===== src/rtl/imm_packer.sv =====
// Immediate packer: checks that a value fits an instruction field and packs it into a template word.
// Optional IMM_PACK_SAT_EN: overflowing values are saturated into the field instead of truncated.
module imm_packer #(
  parameter int CNT_W = 8
) (
  input  logic             clk,
  input  logic             rst_n,
  input  logic             in_valid,
  output logic             in_ready,
  input  logic [15:0]      Value,
  input  logic [1:0]       Fmt,
  input  logic [15:0]      Base,
  output logic             out_valid,
  input  logic             out_ready,
  output logic [15:0]      Instr,
  output logic             Ovf,
  input  logic             ClrCnt,
  output logic [CNT_W-1:0] OvfCount
);

  localparam logic [1:0] FMT_IMM5S = 2'b00;
  localparam logic [1:0] FMT_IMM5Z = 2'b01;
  localparam logic [1:0] FMT_IMM8S = 2'b10;
  localparam logic [CNT_W-1:0] CNT_MAX = '1;

  // valid/ready: a word moves on a side when valid && ready are both high at the rising edge;
  // a stalled output holds Instr/Ovf/out_valid stable until accepted.
  logic        s1_valid;
  logic        s2_valid;
  logic [15:0] s1_value;
  logic [15:0] s1_base;
  logic [1:0]  s1_fmt;
  logic        adv1;
  logic        adv2;
  logic        fit;
  logic [15:0] packed_word;

  assign adv2      = !s2_valid || out_ready;
  assign adv1      = adv2;
  assign in_ready  = !s1_valid || adv1;
  assign out_valid = s2_valid;

  always_comb begin
    fit         = 1'b0;
    packed_word = s1_base;
    case (s1_fmt)
      FMT_IMM5S: begin
        fit         = (&s1_value[15:4]) || !(|s1_value[15:4]);
        packed_word = {s1_base[15:5], s1_value[4:0]};
`ifdef IMM_PACK_SAT_EN
        if (!fit) packed_word[4:0] = s1_value[15] ? 5'h10 : 5'h0F;
`endif
      end
      FMT_IMM5Z: begin
        fit         = !(|s1_value[15:5]);
        packed_word = {s1_base[15:5], s1_value[4:0]};
`ifdef IMM_PACK_SAT_EN
        if (!fit) packed_word[4:0] = 5'h1F;
`endif
      end
      FMT_IMM8S: begin
        fit         = (&s1_value[15:7]) || !(|s1_value[15:7]);
        packed_word = {s1_base[15:8], s1_value[7:0]};
`ifdef IMM_PACK_SAT_EN
        if (!fit) packed_word[7:0] = s1_value[15] ? 8'h80 : 8'h7F;
`endif
      end
      default: begin
        fit         = (&s1_value[15:10]) || !(|s1_value[15:10]);
        packed_word = {s1_base[15:11], s1_value[10:0]};
`ifdef IMM_PACK_SAT_EN
        if (!fit) packed_word[10:0] = s1_value[15] ? 11'h400 : 11'h3FF;
`endif
      end
    endcase
  end

  always_ff @(posedge clk or negedge rst_n) begin
    if (!rst_n) begin
      s1_valid <= 1'b0;
      s1_value <= 16'h0000;
      s1_base  <= 16'h0000;
      s1_fmt   <= 2'b00;
    end else if (in_ready) begin
      s1_valid <= in_valid;
      if (in_valid) begin
        s1_value <= Value;
        s1_base  <= Base;
        s1_fmt   <= Fmt;
      end
    end
  end

  // Bubbles clear s2_valid but leave Instr/Ovf at their last values.
  always_ff @(posedge clk or negedge rst_n) begin
    if (!rst_n) begin
      s2_valid <= 1'b0;
      Instr    <= 16'h0000;
      Ovf      <= 1'b0;
    end else if (adv2) begin
      s2_valid <= s1_valid;
      if (s1_valid) begin
        Instr <= packed_word;
        Ovf   <= !fit;
      end
    end
  end

  always_ff @(posedge clk or negedge rst_n) begin
    if (!rst_n) begin
      OvfCount <= '0;
    end else if (ClrCnt) begin
      OvfCount <= '0;
    end else if (s2_valid && out_ready && Ovf && (OvfCount != CNT_MAX)) begin
      OvfCount <= OvfCount + 1'b1;
    end
  end

endmodule


===== config.mk =====
export PLATFORM = sky130hd
export DESIGN_NAME = imm_packer
export DESIGN_NICKNAME = d
export VERILOG_FILES = /design/src/rtl/imm_packer.sv
export SDC_FILE = /design/constraint.sdc
export NUM_CORES = 1
export LEC_CHECK = 0
export ABC_AREA = 1
export BUFFER_PORTS_ARGS = -buffer_cell sky130_fd_sc_hd__clkbuf_2
export CAP_MARGIN = 20
export CORE_ASPECT_RATIO = 0.9
export CORE_MARGIN = 2
export CORE_UTILIZATION = 25
export DETAILED_ROUTE_END_ITERATION = 7
export PLACE_DENSITY_LB_ADDON = 0.3
export SYNTH_ARGS = -nofsm -noshare
export SYNTH_HDL_FRONTEND = slang
export SYNTH_SLANG_ARGS = --single-unit

===== constraint.sdc =====
create_clock -name clk -period 2.8 [get_ports clk]
set_clock_uncertainty 0.1 [all_clocks]
set_input_delay 0 -clock clk [delete_from_list [all_inputs] [get_ports clk]]
set_output_delay 0 -clock clk [all_outputs]
set_load 0.02 [all_outputs]

==> results by group, run 1 <==
Power
  • Sw Share: 0.343
  • NetSw: 710 uW
  • Peak VDD IR: 0.000207 V
  • Pint: 1.36 mW
  • Total power: 2.07 mW
  • Combinational Power Share: 0.282
  • Pwr per Cell Area: 620 nW/um^2
  • Clock power share: 0.204
  • Sequential fraction of design power: 0.514
  • Lkg Pwr: 1.67 nW

STA
  • Post-route clock period utilization: 0.659
  • Final hold vios: 0
  • Unrepaired setup endpoints after global routing: no
  • TNS Setup: 0 ns
  • Worst-Margin Slew: 0.769 ns
  • Setup-failing EPs final: 0
  • Minimum clock period: 1.85 ns
  • Slew Limit Fails: 0
  • Hold slack: 0.179 ns
  • FMAX: 0.542 GHz
  • Worst slew margin: 0.487

Critical path
  • CP startpoint kind: register
  • Worst Path Arrival: 1.93 ns
  • FF-to-FF path depth: 3
  • Reg-to-reg startpoint: out_valid
  • Worst-path fanout max: 34
  • Critical path class: reg2reg
  • Critical Path End Type: register
  • Crit Reg-Reg Endpoint: s1_value[9]
  • Worst EP required: 2.89 ns
  • Setup slack, reg-to-reg: 0.95 ns

Yosys
  • Ys Warns: 0
  • Main flop type after synthesis: dfrtp_1
  • Area contributors post-synth: dfrtp_1 56%, nand2_1 8.3%, mux2_2 5.9%
  • Most instantiated cells after synthesis: 56 x dfrtp_1, 55 x nand2_1, 38 x nor2_1
  • Top-count cell post-synth: dfrtp_1
  • Yosys top cell by area: dfrtp_1
  • Yosys cell types: 25
  • Synth Register Bits: 56
  • Mapped Cells: 271
  • EDFF count, synth: 0
  • Asr flop ratio synth: 1.00
  • Syn_nets: 311
  • Seq/Total Area, Yosys: 0.563
  • Post-Syn Area per Cell: 9.18 um^2
  • Share of the synthesized area in the top cell type: 0.563
  • Post-synthesis cell area: 2490 um^2

Die
  • Die height: 98.6 um
  • CORE AREA: 9660 um^2
  • Ports: 66
  • Die span in x: 109 um
  • Die area: 10800 um^2
  • Core Rows: 34
  • Initial Utilization: 0.258

CTS
  • TritonCTS clock tree: built
  • CTS Hold Bufs: 32
  • Clock Path Buffers: 2
  • Clock sinks: 56
  • Post_cts resized: 0
  • Clk_lat worst skew: 0.31 ns
  • CTS root buf: clkbuf_8
  • Num CTS Buffers: 5
  • Clk pin slew, worst setup/hold paths: 0.10 ns
  • Htree depth: 2
  • Postcts setup bufs: 0

Drt
  • Initial drt markers: 64
  • Routed vias/inst: 4.19
  • Residual DRC: 0
  • Post-Route WL: 5.62 mm
  • Via count: 2072
  • DRT antenna net count: 0
  • First-pass DRT Iterations: 4
  • WL per Instance: 11.4 um

Global routing
  • Overall Global Routing Usage: 0.115
  • Vias in the first global route: 2130
  • Largest net degree at the start of global routing: 35
  • GRT Residual Overflow: 0
  • Initial antenna violation count: 0
  • First-pass GRT wire length: 9.81 mm

Job
  • Max_cap viols: 0

Place
  • Routability cong.: 0.794
  • Port Buffer Count: 60
  • Placed Area: 2940 um^2
  • Detailed Place HPWL: 4.11 mm

Final layout
  • Antenna cells: 0
  • Area growth, synth to finish: 34.4%
  • Final #Nets: 408
  • Fin util: 0.346
  • Fin area: 3340 um^2
  • Layout cells sized above 1: 0.255

Run status
  • Status: complete, no violations

Hold path
  • Worst hold path type: in2async
cell type report:
cell class                      count  area (um^2)
Clock buffer                        6         72.6
Clock inverter                      1         5.00
Fill cell                        1006         6310
Inverter                           32          125
Multi-Input combinational cell    176          922
Sequential cell                    56         1400
Tap cell                          126          158
Timing Repair Buffer               97          658
per-stage QoR:
stage / setup WS, ns / std cells
CTS: 0.909 / 494
global placement: 0.976 / 455
detailed placement: 0.938 / 455
finish: 0.955 / 494
floorplan: 1.10 / 271
global route: 0.773 / 494
worst max-delay path, stage by stage, from the launching register on:
cell     delay, ns
dfrtp_1       0.41
nand3_1       0.19
nand2_2       0.60
mux2_2        0.40
logic make-up (layout without fill, tap and decap cells):
family,count (synthesis),after routing,synth area share
buffers and inverters,39,136,0.0659
AOI/OAI and AO/OA,44,44,0.0996
and+or+nand+nor,114,114,0.193
xor gates and xnor gates,4,4,0.0141
DFF,56,56,0.563
muxes,13,13,0.0589
adders and majority gates,1,1,0.00503
placed cells by master (no fill, tap or decap):
cell,netlist,final
nand2_2,3,3
a21oi_1,24,24
and3_1,1,1
dfrtp_1,56,56
a31oi_1,3,3
inv_1,30,30
ha_1,1,1
inv_4,2,2
nor3b_1,1,1
clkbuf_1,2,1
buf_4,0,5
o21ai_0,12,12
nor2_8,1,1
o21ai_4,1,1
nor3_1,3,3
dlygate4sd3_1,0,32
clkinv_2,0,1
nand3_1,9,9
nand2_1,55,55
nor2_2,1,1
mux2_2,13,13
clkbuf_2,0,60
o31ai_1,2,2
nor2_1,38,38
xor2_1,4,4
nand4_1,2,2
clkbuf_8,0,5
o21ai_2,2,2
power groups by stage:
| stage | sequential, mW | clock, mW | combinational, mW |
|---|---|---|---|
| 2_1_floorplan | 1.17 | 0 | 0.252 |
| 3_3_place_gp | 1.08 | 0 | 0.552 |
| 3_5_place_dp | 1.09 | 0 | 0.560 |
| 4_1_cts | 1.07 | 0.453 | 0.597 |
| 5_1_grt | 1.09 | 0.481 | 0.657 |
| 6_report | 1.06 | 0.422 | 0.583 |
flip-flops by register name (all words and copies together), names as in the netlist:
name	flops
OvfCount	8
s1_valid	1
Instr	16
s1_base	11
Ovf	1
out_valid	1
s1_value	16
s1_fmt	2
metal layers:
layer / up-vias / global-route usage / wire (um) / share of wire
li1: 1053 / - / - / -
met1: 966 / 0.157 / 2790 / 0.50
met2: 46 / 0.178 / 2550 / 0.45
met3: 7 / 0.0265 / 225 / 0.040
met4: 0 / 0.0404 / 62 / 0.011
met5: - / 0 / 0 / 0
worst max-delay path by stage:
stage	startpoint	to
after floorplan	out_valid	s1_base[10]
after global placement	out_valid	s1_value[10]
after detailed placement	out_valid	s1_value[13]
after CTS	out_valid	s1_base[9]
after global routing	out_valid	s1_value[10]
final	out_valid	s1_value[9]
(Power assumes the default switching activity.)
==> inputs of run 2 (changes only) <==
==> constraint.sdc (replaced) <==
create_clock -name clk -period 1.85 [get_ports clk]
set_clock_uncertainty 0.1 [all_clocks]
set_input_delay 0 -clock clk [delete_from_list [all_inputs] [get_ports clk]]
set_output_delay 0 -clock clk [all_outputs]
set_load 0.02 [all_outputs]
==> results by group, run 2 (synthesis gave the netlist of run 1 again) <==
Critical path
  • Critical Path End Type: register
  • CP startpoint kind: register
  • Reg-to-reg startpoint: OvfCount[1]
  • Worst Path Arrival: 1.77 ns
  • Worst-path fanout max: 6
  • Cell mode on critical path: nand2_1
  • Critical path class: reg2reg
  • Slowest stage delay, CP: 0.43 ns
  • Worst setup path start: OvfCount[1]
  • Crit-path cells: ha_1, nand2_1, inv_1, nand2_2, o21ai_4, inv_4, nor2_8, inv_4, nand2_1, nand2_1
  • Worst EP required: 1.96 ns
  • FF-to-FF path depth: 10
  • Slowest cell on the critical path: dfrtp_1

Die
  • Die area: 10800 um^2
  • Core Rows: 34
  • Ports: 66
  • Initial Utilization: 0.258
  • Die span in x: 109 um
  • CORE AREA: 9660 um^2
  • Die height: 98.6 um

Global routing
  • GRT Residual Overflow: 0
  • Initial antenna violation count: 0
  • Vias in the first global route: 2011
  • First-pass GRT wire length: 9.29 mm
  • Largest net degree at the start of global routing: 57
  • Overall Global Routing Usage: 0.109

Final layout
  • Final #Nets: 409
  • Most frequent cells in the layout: 60 x clkbuf_2, 56 x dfrtp_1, 55 x nand2_1
  • Top Registers: Instr (16), s1_value (16), s1_base (11)
  • Most common cell after layout, fill and taps aside: clkbuf_2
  • Antenna cells: 0
  • Layout cells sized above 1: 0.257
  • Filler Cell Count: 992
  • Multi-input gate area: 922 um^2
  • Final Instance Count excl. Fillers: 495
  • Total area of sequential cells: 1400 um^2
  • Area growth, synth to finish: 35.7%

Drt
  • Initial drt markers: 61
  • Routed vias/inst: 4.19
  • WL per Instance: 11.3 um
  • Via count: 2076
  • Post-Route WL: 5.61 mm
  • Residual DRC: 0
  • DRT antenna net count: 0
  • First-pass DRT Iterations: 4

STA
  • FMAX: 0.602 GHz
  • Worst-Margin Slew: 0.376 ns
  • Unrepaired setup endpoints after global routing: no
  • Slew Limit Fails: 0
  • Worst slew margin: 0.749
  • TNS Setup: 0 ns
  • Minimum clock period: 1.66 ns
  • PnR worst setup slack: 0.189 ns
  • Post-route clock period utilization: 0.898
  • Setup-failing EPs final: 0
  • Hold slack: 0.0664 ns
  • Final hold vios: 0

CTS
  • Clock sinks: 56
  • CTS root buf: clkbuf_8
  • Num CTS Buffers: 5
  • Clock Path Buffers: 2
  • Clk pin slew, worst setup/hold paths: 0.10 ns
  • Post_cts resized: 0
  • TritonCTS clock tree: built
  • Htree depth: 2
  • Clk_lat worst skew: 0.30 ns

Hold path
  • Hold path cells: 4
  • Hold path startpoint: in_valid
  • Worst hold path type: in2reg

Place
  • Placed cells: 456
  • Pre-CTS setup slack: 0.203 ns
  • Port Buffer Count: 60
  • Routability cong.: 0.791
  • Detailed Place HPWL: 4.12 mm

Power
  • Lkg Pwr: 1.68 nW
  • Pwr per Cell Area: 931 nW/um^2
  • Peak VDD IR: 0.000405 V

Job
  • Max_cap viols: 0

Run status
  • Status: complete, no violations
## run 2: cell types whose count changed in the layout (fill, tap and decap cells not counted)
cell	delta
buf_12	+2
buf_4	-1
## run 2: power by group
group	switching [mW]	internal, mW
clock	0.370	0.259
sequential	0.153	1.46
combinational	0.546	0.359
## run 2: worst paths after layout
kind / slack, ns / to
worst max-delay path: 0.19 / OvfCount[5]
worst min-delay path: 0.07 / s1_valid
worst max register to register: 0.19 / OvfCount[5]
worst min register to register: 0.38 / Instr[0]
max in group asynchronous: 1.27 / s1_value[5]
min in group asynchronous: 0.13 / OvfCount[5]
## run 2: cell type report
| type | count | share of cell area |
|---|---|---|
| clock inverter | 1 | 0.00148 |
| sequential | 56 | 0.415 |
| clock buffer | 6 | 0.0215 |
| multi-input combinational | 176 | 0.273 |
| inverter | 32 | 0.0371 |
| timing repair buffer | 98 | 0.205 |
| tap | 126 | 0.0467 |
## run 2: through the flow
| stage | total power [mW] | utilization | cell area [um^2] |
|---|---|---|---|
| after floorplan | 2.15 | - | 2490 |
| after global placement | 2.49 | 0.308 | 2980 |
| after detailed placement | 2.51 | 0.308 | 2980 |
| after CTS | 3.20 | 0.349 | 3370 |
| after global routing | 3.35 | 0.349 | 3370 |
| final | 3.14 | 0.349 | 3370 |
## run 2: timing repair
item | CTS | global route
hold endpoints to repair | 93 | 0
setup buffers | 0 | 0
hold buffers | 32 | 0
## run 2: critical path, delay by kind of cell, from the launching register on
family,cells,cell delay [ns]
simple gates,5,0.37
compound gates,1,0.24
flops,1,0.43
buf+inv,3,0.22
fa+ha+maj,1,0.21
## run 2: metal layers
layer	GRT usage	wire, um	vias to the layer above
met5	0	0	-
met4	0.0325	45	0
met3	0.0278	285	5
met2	0.172	2530	50
met1	0.147	2750	957
li1	-	-	1064
==> inputs of run 3 (changes only) <==
--- a/config.mk
+++ b/config.mk
@@ -8,11 +8,14 @@
 export ABC_AREA = 1
 export BUFFER_PORTS_ARGS = -buffer_cell sky130_fd_sc_hd__clkbuf_2
 export CAP_MARGIN = 20
+export CELL_PAD_IN_SITES_DETAIL_PLACEMENT = 0
+export CELL_PAD_IN_SITES_GLOBAL_PLACEMENT = 1
 export CORE_ASPECT_RATIO = 0.9
 export CORE_MARGIN = 2
 export CORE_UTILIZATION = 25
 export DETAILED_ROUTE_END_ITERATION = 7
-export PLACE_DENSITY_LB_ADDON = 0.3
+export MAX_ROUTING_LAYER = met4
+export PLACE_DENSITY_LB_ADDON = 0.1
 export SYNTH_ARGS = -nofsm -noshare
 export SYNTH_HDL_FRONTEND = slang
 export SYNTH_SLANG_ARGS = --single-unit
==> results by group, run 3 (synthesis gave the netlist of run 1 again) <==
Run status
  • Status: complete, no violations

Critical path
  • Slowest stage delay, CP: 0.42 ns
  • Worst EP required: 1.96 ns
  • Crit Reg-Reg Endpoint: OvfCount[5]
  • Cell mode on critical path: nand2_1
  • Critical Path End Type: register
  • CP startpoint kind: register
  • FF-to-FF path depth: 10
  • Slowest cell on the critical path: dfrtp_1
  • Crit-path cells: ha_1, nand2_1, inv_1, nand2_2, o21ai_4, inv_4, nor2_8, inv_4, nand2_1, nand2_1
  • Kind of cell adding the most delay to the critical path: flip-flops
  • Critical path class: reg2reg
  • WP buf/inv: 3
  • Setup slack, reg-to-reg: 0.17 ns
  • Reg-to-reg startpoint: OvfCount[1]
  • Worst-path fanout max: 6
  • Worst Path Arrival: 1.80 ns

STA
  • TNS Setup: 0 ns
  • Setup-failing EPs final: 0
  • Final hold vios: 0
  • Worst-Margin Slew: 0.377 ns
  • Post-route clock period utilization: 0.909
  • Minimum clock period: 1.68 ns
  • Worst slew margin: 0.748
  • Unrepaired setup endpoints after global routing: no
  • FMAX: 0.595 GHz
  • Slew Limit Fails: 0

Final layout
  • Most common cell after layout, fill and taps aside: clkbuf_2
  • Fin area: 3420 um^2
  • Layout cells sized above 1: 0.262
  • Top Registers: Instr (16), s1_value (16), s1_base (11)
  • Area growth, synth to finish: 37.4%
  • Filler Cell Count: 1030
  • Total area of sequential cells: 1400 um^2
  • Final #Nets: 409
  • Most frequent cells in the layout: 60 x clkbuf_2, 56 x dfrtp_1, 55 x nand2_1
  • Antenna cells: 0
  • Multi-input gate area: 922 um^2

Drt
  • Via count: 2069
  • Routed vias/inst: 4.17
  • WL per Instance: 12.2 um
  • Initial drt markers: 60
  • First-pass DRT Iterations: 4
  • DRT antenna net count: 0
  • Residual DRC: 0
  • Post-Route WL: 6.04 mm

Hold path
  • Hold endpoint: s1_value[14]
  • Hold path startpoint: in_valid
  • Hold path cells: 3
  • Worst hold path type: in2reg

Die
  • CORE AREA: 9660 um^2
  • Ports: 66
  • Initial Utilization: 0.258
  • Core Rows: 34
  • Die height: 98.6 um
  • Die span in x: 109 um
  • Die area: 10800 um^2

CTS
  • TritonCTS clock tree: built
  • Postcts setup bufs: 0
  • CTS root buf: clkbuf_8
  • Htree depth: 2
  • Clock sinks: 56
  • Clock Path Buffers: 2
  • Clk_lat worst skew: 0.32 ns
  • Num CTS Buffers: 5
  • Clk pin slew, worst setup/hold paths: 0.11 ns

Power
  • Peak VDD IR: 0.000386 V
  • Pwr per Cell Area: 990 nW/um^2
  • Lkg Pwr: 1.70 nW

Place
  • Port Buffer Count: 60
  • Routability cong.: 0.781
  • Detailed Place HPWL: 4.30 mm
  • Placed Area: 2980 um^2

Job
  • Max_cap viols: 0

Global routing
  • GRT Residual Overflow: 0
  • Largest net degree at the start of global routing: 57
  • First-pass GRT wire length: 10.2 mm
  • Overall Global Routing Usage: 0.126
  • Initial antenna violation count: 0
  • Vias in the first global route: 2051
## run 3: worst min-delay path, delay by kind of cell
family | cells | cell delay [ns]
simple gates | 1 | 0.15
mux | 1 | 0.18
buf+inv | 1 | 0.08
## run 3: per-layer routing
layer / track usage / routed length (um) / vias to the layer above
met3: 0.0258 / 246 / 8
li1: - / - / 1059
met1: 0.182 / 3180 / 957
met2: 0.175 / 2550 / 45
met4: 0.0385 / 68 / 0
met5: - / 0 / -
## run 3: what timing repair did
action,CTS,global route
resized for setup,0,0
endpoints found under the setup margin,0,0
endpoints found under the hold margin,93,0
hold buffers,32,0
## run 3: report_power, final
| group | switching [mW] | leakage, nW | internal, mW |
|---|---|---|---|
| combinational | 0.549 | 0.982 | 0.358 |
| sequential | 0.154 | 0.659 | 1.45 |
| clock | 0.424 | 0.0614 | 0.444 |
| total | 1.13 | 1.70 | 2.26 |
## run 3: final cells by class
cell class | count | share of cell area
multi-input cells | 176 | 0.270
repair buffers | 98 | 0.202
well taps | 126 | 0.0461
flip-flops and latches | 56 | 0.410
clock buffers | 6 | 0.0242
inverters | 32 | 0.0366
clock inverters | 2 | 0.0113
## run 3: metrics by stage
stage | setup WS [ns] | power (mW) | std cells | hold slack, ns | utilization
after detailed placement | 0.155 | 2.51 | 456 | -0.0643 | 0.308
after global routing | 0.0200 | 3.62 | 496 | 0.0259 | 0.354
final | 0.168 | 3.38 | 496 | 0.0220 | 0.354
after CTS | 0.137 | 3.45 | 496 | 0.0187 | 0.354
after global placement | 0.183 | 2.50 | 456 | -0.0613 | 0.308
after floorplan | 0.153 | 2.15 | 271 | -0.396 | -
## run 3: worst max path at each step
stage | start | to | cells after the start
6_report | OvfCount[1] | OvfCount[5] | 10
5_1_grt | OvfCount[1] | OvfCount[5] | 10
4_1_cts | OvfCount[1] | OvfCount[5] | 10
3_5_place_dp | OvfCount[1] | OvfCount[5] | 10
3_3_place_gp | OvfCount[1] | OvfCount[5] | 10
2_1_floorplan | out_valid | s1_base[10] | 4
